### config.mk
export PLATFORM = sky130hd
export DESIGN_NAME = beep_sched
export DESIGN_NICKNAME = d
export VERILOG_FILES = /design/src/rtl/beep_pkg.sv /design/src/rtl/beep_tone_gen.sv /design/src/rtl/beep_sched.sv
export SDC_FILE = /design/constraint.sdc
export NUM_CORES = 1
export LEC_CHECK = 0
export CORE_MARGIN = 4
export CORE_UTILIZATION = 55
export CTS_BUF_LIST = sky130_fd_sc_hd__clkbuf_16
export CTS_CLUSTER_SIZE = 20
export DETAILED_ROUTE_END_ITERATION = 8
export PLACE_DENSITY_LB_ADDON = 0.25
export SLEW_MARGIN = 40
export SYNTH_ARGS = -nofsm -noshare
export SYNTH_HDL_FRONTEND = slang
export SYNTH_SLANG_ARGS = --single-unit
### constraint.sdc
create_clock -name clk -period 3.85 [get_ports clk]
set_input_delay 0.9625 -clock clk [delete_from_list [all_inputs] [get_ports clk]]
set_output_delay 0.9625 -clock clk [all_outputs]
set_load 0.01 [all_outputs]
### src/rtl/beep_pkg.sv
// Shared IDs, tone/state encodings and the per-pattern segment table for the beeper.
package beep_pkg;

    localparam logic [1:0] ID_CLICK = 2'd0;
    localparam logic [1:0] ID_ROUND = 2'd1;
    localparam logic [1:0] ID_OVER  = 2'd2;
    localparam logic [1:0] ID_NONE  = 2'd3;

    typedef enum logic [1:0] {TONE_GAP, TONE_HI, TONE_LO} tone_e;
    typedef enum logic [1:0] {ST_IDLE, ST_PLAY, ST_DONE} state_e;

    typedef struct packed {
        tone_e       tone;
        logic [31:0] len;
        logic        last;
    } seg_t;

    function automatic seg_t seg_info(input logic [1:0]  id,
                                      input logic [1:0]  seg,
                                      input logic [31:0] click_len,
                                      input logic [31:0] round_len,
                                      input logic [31:0] gap_len,
                                      input logic [31:0] over_len);
        seg_t s;
        s.tone = TONE_GAP;
        s.len  = 32'd2;
        s.last = 1'b1;
        case (id)
            ID_CLICK: begin
                s.tone = TONE_HI;
                s.len  = click_len;
            end
            ID_ROUND: begin
                case (seg)
                    2'd0:    begin s.tone = TONE_HI;  s.len = round_len; s.last = 1'b0; end
                    2'd1:    begin s.tone = TONE_GAP; s.len = gap_len;   s.last = 1'b0; end
                    default: begin s.tone = TONE_HI;  s.len = round_len; s.last = 1'b1; end
                endcase
            end
            ID_OVER: begin
                if (seg == 2'd0) begin
                    s.tone = TONE_HI;
                    s.len  = over_len;
                    s.last = 1'b0;
                end else begin
                    s.tone = TONE_LO;
                    s.len  = over_len;
                end
            end
            default: ;
        endcase
        return s;
    endfunction

endpackage

### src/rtl/beep_tone_gen.sv
// Square-wave tone generator: clk/2 for HI, clk/4 for LO, silent for GAP.
module beep_tone_gen
    import beep_pkg::*;
(
    input  logic       clk,
    input  logic       rst,
    input  logic       restart,
    input  logic [1:0] tone,
    output logic       beep
);

    logic r_beep;
    logic r_div;

    // tone is the tone of the cycle being entered, so beep is already correct on it
    always_ff @(posedge clk) begin
        if (rst || restart) begin
            r_beep <= 1'b0;
            r_div  <= 1'b0;
        end else begin
            case (tone_e'(tone))
                TONE_HI: begin
                    r_beep <= ~r_beep;
                    r_div  <= 1'b0;
                end
                TONE_LO: begin
                    r_div <= ~r_div;
                    if (r_div)
                        r_beep <= ~r_beep;
                end
                default: begin
                    r_beep <= 1'b0;
                    r_div  <= 1'b0;
                end
            endcase
        end
    end

    assign beep = r_beep;

endmodule

### src/rtl/beep_sched.sv
// Beeper arbiter: sticky pending requests, fixed priority 2>1>0, game-over pre-empts.
module beep_sched
    import beep_pkg::*;
#(
    parameter int unsigned TICKS_PER_MS = 1,
    parameter int unsigned CLICK_MS     = 100,
    parameter int unsigned ROUND_MS     = 200,
    parameter int unsigned GAP_MS       = 100,
    parameter int unsigned OVER_MS      = 500
) (
    input  logic       clk,
    input  logic       rst,
    input  logic [2:0] req,
    output logic       beep,
    output logic       busy,
    output logic [1:0] grant,
    output logic       done,
    output logic       abort
);

    localparam int unsigned CW = $clog2(OVER_MS * TICKS_PER_MS);
    localparam logic [31:0] L_CLICK = 32'(CLICK_MS * TICKS_PER_MS);
    localparam logic [31:0] L_ROUND = 32'(ROUND_MS * TICKS_PER_MS);
    localparam logic [31:0] L_GAP   = 32'(GAP_MS * TICKS_PER_MS);
    localparam logic [31:0] L_OVER  = 32'(OVER_MS * TICKS_PER_MS);

    state_e        r_state;
    logic [2:0]    r_pend;
    logic [1:0]    r_grant;
    logic [1:0]    r_seg;
    logic [CW-1:0] r_cnt;
    logic          r_abort;

    state_e        w_state_nxt;
    logic [1:0]    w_grant_nxt;
    logic [1:0]    w_seg_nxt;
    logic [CW-1:0] w_cnt_nxt;
    logic [2:0]    w_clr;
    logic          w_abort_nxt;
    logic          w_restart;
    logic [1:0]    w_arb_id;
    seg_t          w_cur;
    seg_t          w_nxt;
    tone_e         w_tone;

    always_comb begin
        w_state_nxt = r_state;
        w_grant_nxt = r_grant;
        w_seg_nxt   = r_seg;
        w_cnt_nxt   = r_cnt;
        w_clr       = '0;
        w_abort_nxt = 1'b0;
        w_restart   = 1'b0;
        w_arb_id    = r_pend[2] ? ID_OVER : (r_pend[1] ? ID_ROUND : ID_CLICK);
        w_cur       = seg_info(r_grant, r_seg, L_CLICK, L_ROUND, L_GAP, L_OVER);

        case (r_state)
            ST_IDLE: begin
                if (r_pend != 3'b000) begin
                    w_grant_nxt           = w_arb_id;
                    w_clr[w_arb_id]       = 1'b1;
                    w_seg_nxt             = '0;
                    w_cnt_nxt             = '0;
                    w_restart             = 1'b1;
                    w_state_nxt           = ST_PLAY;
                end
            end
            ST_PLAY: begin
                if (r_grant != ID_OVER && r_pend[2]) begin
                    w_abort_nxt = 1'b1;
                    w_grant_nxt = ID_OVER;
                    w_clr       = 3'b100;
                    w_seg_nxt   = '0;
                    w_cnt_nxt   = '0;
                    w_restart   = 1'b1;
                end else if (32'(r_cnt) == w_cur.len - 32'd1) begin
                    if (w_cur.last) begin
                        w_state_nxt = ST_DONE;
                    end else begin
                        w_seg_nxt = r_seg + 2'd1;
                        w_cnt_nxt = '0;
                        w_restart = 1'b1;
                    end
                end else begin
                    w_cnt_nxt = r_cnt + CW'(1);
                end
            end
            default: begin
                w_state_nxt = ST_IDLE;
            end
        endcase

        // tone generator is driven with the upcoming segment's tone
        w_nxt  = seg_info(w_grant_nxt, w_seg_nxt, L_CLICK, L_ROUND, L_GAP, L_OVER);
        w_tone = (w_state_nxt == ST_PLAY) ? w_nxt.tone : TONE_GAP;
    end

    always_ff @(posedge clk) begin
        if (rst) begin
            r_state <= ST_IDLE;
            r_pend  <= '0;
            r_grant <= ID_NONE;
            r_seg   <= '0;
            r_cnt   <= '0;
            r_abort <= 1'b0;
        end else begin
            r_state <= w_state_nxt;
            r_pend  <= (r_pend & ~w_clr) | req;
            r_grant <= w_grant_nxt;
            r_seg   <= w_seg_nxt;
            r_cnt   <= w_cnt_nxt;
            r_abort <= w_abort_nxt;
        end
    end

    beep_tone_gen u_tone (
        .clk     (clk),
        .rst     (rst),
        .restart (w_restart),
        .tone    (w_tone),
        .beep    (beep)
    );

    assign busy  = (r_state == ST_PLAY);
    assign grant = (r_state == ST_PLAY) ? r_grant : ID_NONE;
    assign done  = (r_state == ST_DONE);
    assign abort = r_abort;

endmodule

== Yosys cells after proc, flatten, opt, wreduce, memory -nomap -nowiden ==
Index checks and enable logic that the tools add are counted.

* Bitwise gates (word level): 7
* $lt $le $gt $ge: 2
* Eq/ne operators: 16
* Add/subtract/negate cells: 3
* Muxes and demuxes: 42
* Reduce and logical (&&, ||, !) cells: 13

{| class="wikitable"
|+ Operator list
! operator !! number
|-
| $pmux 34 s3 || 1
|-
| $pmux 32 s3 || 1
|-
| $pmux 34 s2 || 1
|-
| $mux 9 || 4
|-
| $pmux 9 s2 || 2
|-
| $mux 34 || 1
|-
| $eq 9x32->1 || 1
|-
| $sub 32x1->32 const B || 1
|-
| $mux 2 || 13
|-
| $eq 2x1->1 const B || 7
|-
| $pmux 2 s2 || 3
|-
| $logic_not 2->1 || 5
|-
| $add 9x1->9 const B || 1
|-
| $mux 1 || 9
|-
| $eq 2x2->1 const B || 4
|-
| $mux 3 || 2
|-
| $pmux 1 s2 || 3
|-
| $pmux 3 s2 || 1
|-
| $ne 2x2->1 const B || 2
|-
| $ne 4x4->1 const B || 1
|-
| $not 1->1 || 4
|-
| $reduce_or 2->1 || 2
|-
| $and 3x3->3 || 1
|-
| $lt 2x3->1 const B || 1
|-
| other kinds (11) || 12
|}

* Input bits: 5
* Output and inout port bits: 6
* Register bits: 21

== Logic depth before layout (Yosys ltp) ==
* Depth in word-level cells: 15
* Gate-level depth with buffers: 17
* Depth with buffers taken out: 17

== By module ==
A second synthesis with hierarchy kept.

* Cells, all modules: 175
* Area total of the unflattened synthesis: 1,417.6 µm²

{| class="wikitable"
|+ By module, submodules not included
! module !! instances !! cells each !! area an instance (µm²)
|-
| beep_sched || 1 || 166 || 1,316.3
|-
| beep_tone_gen || 1 || 9 || 101.3
|}

== Worst setup path after synthesis ==
OpenSTA, ideal clock, no wires.

* Kind: reg-to-reg
* Start: register r_grant[1]
* End: register u_tone.r_beep, in the netlist u_tone.beep
* Cell stages (with the launch flop): 18
* Required time: 3,718 ps
* Arrival time: 3,267 ps
* Period minus slack after synthesis: 3,399 ps
* Setup slack: 451 ps
* Cells stage by stage: dfxtp_1 inv_1 ha_1 nor3b_1 nor2_1 ha_1 xnor2_1 o311a_1 nand4_2 or4_1 a21oi_1 o31ai_1 o211ai_1 ha_1 nor2b_1 nor3_1 a21oi_1 nor3_1

* Cells in the longest elaborated chain, start to end: 13
* Elaborated cells on any way between the ends: 39

{| class="wikitable"
|+ RTL lines
! item !! RTL line !! text
|-
| from (decl) || beep_sched.sv:29 || <nowiki>logic [1:0] r_grant;</nowiki>
|-
| from (signal assigned) || beep_sched.sv:109 || <nowiki>r_grant <= w_grant_nxt;</nowiki>
|-
| $eq 2x2->1 (tied with other cells) || beep_pkg.sv:28 || <nowiki>case (id)</nowiki>
|-
| $pmux 32 s3 || beep_pkg.sv:28 ||
|-
| $sub 32x1->32 || beep_sched.sv:76 || <nowiki>end else if (32'(r_cnt) == w_cur.len - 32'd1) begin</nowiki>
|-
| $eq 9x32->1 || beep_sched.sv:76 ||
|-
| $mux 2 || beep_sched.sv:76 ||
|-
| $mux 2 || beep_sched.sv:69 || <nowiki>if (r_grant != ID_OVER && r_pend[2]) begin</nowiki>
|-
| $pmux 2 s2 || beep_sched.sv:57 || <nowiki>case (r_state)</nowiki>
|-
| $eq 2x1->1 or $logic_not 2->1 (tied branches) || beep_pkg.sv:34, beep_pkg.sv:41 ||
|-
| $pmux 34 s2 or $mux 34 (tied branches) || beep_pkg.sv:34, beep_pkg.sv:41 ||
|-
| $pmux 34 s3 || beep_pkg.sv:28 ||
|-
| $mux 2 || beep_sched.sv:95 || <nowiki>w_tone = (w_state_nxt == ST_PLAY) ? w_nxt.tone : TONE_GAP;</nowiki>
|-
| $eq 2x2->1 or $eq 2x1->1 (tied branches) || beep_tone_gen.sv:21 || <nowiki>case (tone_e'(tone))</nowiki>
|-
| $pmux 1 s2 or $ne 2x1->1 (tied branches) || -- ||
|-
| to (signal assigned) || beep_tone_gen.sv:23 || <nowiki>r_beep <= ~r_beep;</nowiki>
|-
| to (signal assigned) || beep_tone_gen.sv:29 || <nowiki>r_beep <= ~r_beep;</nowiki>
|-
| to (decl) || beep_tone_gen.sv:12 || <nowiki>logic r_beep;</nowiki>
|}

Parallel ways exist; a longest one is shown, timed or not.
A chain may end at the register's enable or synchronous reset.

== Worst setup path after layout ==
* Start: register r_grant[0]
* End: register u_tone.r_beep, in the netlist u_tone.beep

The elaborated chain is that of the path after synthesis.

==> results by group <==
Power and ir drop
  – Clock network fraction of design power: 33.4%
  – Leakage power figure: 0.6466 nW
  – Net switching power: 0.2098 mW
  – Fraction of power consumed by combinational cells: 29.1%
  – Register share of total power: 37.5%
  – Power Dens Cells: 365.9 mW/mm^2
  – Switching power as a share of total power: 32.26%
  – Highest ir drop seen on vdd: 0.2827 mV
  – Total internal power: 0.4406 mW

Worst setup path
  – Highest net fanout along the worst path: 7
  – Worst Setup End Kind: register
  – Critical Path AT: 3.66 ns
  – Crit Path Category: reg -> reg
  – Worst setup SP type: register
  – Data required time of the worst path: 4.03 ns

Timing
  – Achievable Freq: 287.6 MHz
  – Worst-Margin Slew: 0.7490 ns
  – Layout Skew: 0.002031 ns
  – Setup_tns: 0 ns
  – Final count of pins violating max slew: 0
  – Fraction of the cycle the final worst path needs: 90.31%
  – Post-layout min period: 3.477 ns
  – RSZ-0062 raised after global routing: false
  – Count of final setup violators: 0
  – Worst max-slew margin expressed relative to the limit: 49.68%
  – Final hold vios: 0

Layout
  – Layout overhead on the synthesized area: 14.69%
  – Commonest non-fill, non-tap cell in the layout: dfxtp_1
  – Number of antenna cells inserted: 0
  – Fraction of final layout cells sized beyond drive strength 1: 11.88%
  – Area of all sequential standard cells: 422.9 sq um
  – Nets@finish: 218
  – Fin area: 0.001778 sq mm
  – Most frequent cells in the layout: dfxtp_1 (19), inv_1 (13), nor2_1 (12), nor3_1 (12), nand2_1 (11)
  – Area taken by multi-input logic gates: 0.001086 sq mm
  – Fill count: 211
  – Post-route insts no fill: 232

Clock network
  – Max clock buf depth: 2
  – Clock sink total: 21
  – Count of H-tree levels built during CTS: 1
  – Latest clock arrival within the worst-skew pair: 0.25 ns
  – Clock-pin slew on the worst setup and hold paths: 0.06 ns
  – Clk root buf: clkbuf_16
  – Clock tree from TritonCTS: built
  – # hold bufs at CTS: 0
  – Number of buffers added by the clock tree synthesis step: 3

Synth
  – Number of flops mapped to enable cells by yosys: 0
  – Top flip-flop cell by instance count after synthesis: dfxtp_1
  – Synthesized flop and latch total: 21
  – Cell taking the most area after synthesis: dfxtp_1
  – Area share of the largest cell type after synthesis: 27.12%
  – Portion of the post-synthesis area used by sequential elements: 27.12%
  – Synth Cell Area: 0.001550 sq mm
  – Synth top area cells: dfxtp_1 (27%), ha_1 (8.1%), nor3_1 (3.9%)
  – Number of instances in the synthesized netlist: 191
  – Count of yosys warnings during synthesis: 0
  – Number of distinct standard cells referenced by the synthesized netlist: 55
  – Avg Synthesized Cell Area: 8.116 sq um
  – Net Count, Synth: 206
  – Synth async-reset ratio: 0%

Global route
  – GRT overflow: 0
  – Pin count of the biggest net entering global routing: 14
  – Combined global-route utilization of all metal layers: 22.58%
  – Antenna violations before repair: 0
  – Via count of the first global-routing pass: 1,443
  – Global-route wire length before repair: 6.389 mm

Placement
  – HPWL after detailed placement: 2.917 mm
  – Placer's final routability congestion estimate: 0.9153
  – Placed Cells: 228
  – Cell area after placement: 0.001677 sq mm
  – Buffers on Ports: 10

Detailed routing
  – Iteration-0 DRC Markers: 79
  – Routed len/inst: 16.63 microns
  – ANT nets after route: 0
  – 1st-pass router iterations: 4
  – Via density per instance: 6.539
  – WL final: 3.857 mm
  – Residual DRC: 0
  – Number of vias in the routed layout: 1,517

Run status
  – Run status: finished clean

Floorplanning
  – Number of top-level pins: 11
  – Horizontal extent of the die: 61.09 microns
  – Die H: 61.09 microns
  – Row count: 18
  – Total Die Area: 0.003732 sq mm
  – Placeable core area: 0.002590 sq mm
  – Initial cell density of the core: 59.86%

Worst hold path
  – Hold crit path type: reg -> reg

Job
  – Max-capacitance violation count: 0
[stage by stage]
stage	hold WS (ns)	total power, mW	util, %	setup WS (ns)
finish	0.4846	0.6505	68.65	0.3729
global route	0.5232	0.6835	68.65	0.01114
CTS	0.4910	0.6457	67.78	0.2060
detailed placement	0.4781	0.4279	64.73	0.2312
global placement	0.4698	0.4225	64.73	0.3902
floorplan	0.4524	0.3827	-	0.4507
[cell usage after synthesis, drive strengths merged, types with 2 or more instances]
cell,count
xnor2,4
nor3b,2
nor2,14
nand3,7
a22oi,2
a2111oi,2
or4,4
o21ai,7
a211oi,6
o211ai,3
inv,12
a31oi,8
dfxtp,21
nor3,12
a21oi,10
or3,4
buf,3
o31ai,3
nand4,3
ha,10
o22ai,3
nand2b,7
nand2,11
or2,2
a21o,4
and3,3
nor2b,7
[flip-flops by register name (all words and copies together), names as in the netlist]
signal,cells
r_seg,2
u_tone.beep,1
r_pend,3
r_state,2
r_cnt,9
r_grant,2
abort,1
u_tone.r_div,1
[kinds of logic (layout without fill, tap and decap cells)]
kind of cell	Yosys count	in the layout	share of synthesized area, %
buf+inv	16	27	4.116
fa+ha+maj	10	10	8.071
simple gates	80	80	28.57
mux	1	1	0.7263
xor+xnor	4	4	2.260
other cells	1	1	0.2419
compound gates	58	58	28.89
flops	21	21	27.12
[area by class of cell]
cell class	count	share of cell area, %
inverter	12	2.533
tap	30	2.111
multi-input combinational	154	61.08
sequential	21	23.79
timing repair buffer	11	6.052
clock buffer	3	4.222
clock inverter	1	0.2111
[metal layers]
layer	vias up	GRT usage, %	wire, microns
li1	744	-	-
met1	717	29.36	1706
met2	48	37.01	1929
met3	8	4.193	154
met4	0	8.669	68
met5	-	0	0
[critical path: stages (launching register included)]
cell	delay [ns]
dfxtp_2	0.40
inv_1	0.11
ha_1	0.30
nor2_2	0.19
mux2_2	0.37
or4_4	0.44
a21o_4	0.28
a2111o_1	0.43
a21oi_1	0.17
a2111oi_1	0.08
ha_1	0.19
nor2b_2	0.16
nor3_1	0.13
a21oi_1	0.05
nor3_1	0.11
[power by group through the flow]
| stage | clock [mW] | combinational, mW | sequential (mW) |
|---|---|---|---|
| 5_1_grt | 0.228 | 0.210 | 0.245 |
| 4_1_cts | 0.221 | 0.182 | 0.243 |
| 6_report | 0.217 | 0.189 | 0.244 |
| 2_1_floorplan | 0 | 0.139 | 0.244 |
| 3_5_place_dp | 0 | 0.181 | 0.247 |
| 3_3_place_gp | 0 | 0.176 | 0.246 |
[path summary, 6_finish.rpt]
check                                           start                  endpoint  slack, ns  cells past startpoint
worst max register to register  r_grant[0]$_SDFF_PP1_  u_tone.beep$_SDFFE_PP0P_       0.37                     14
worst min register to register   r_pend[0]$_SDFF_PP0_      r_pend[0]$_SDFF_PP0_       0.48                      2
worst min-delay path             r_pend[0]$_SDFF_PP0_      r_pend[0]$_SDFF_PP0_       0.48                      2
worst max-delay path            r_grant[0]$_SDFF_PP1_  u_tone.beep$_SDFFE_PP0P_       0.37                     14
[what timing repair did]
item                       4_1_cts  5_1_grt
gates resized for setup          0        8
setup endpoints to repair        0        2
setup buffers                    0        0
Power figures use the tool's default switching activity.
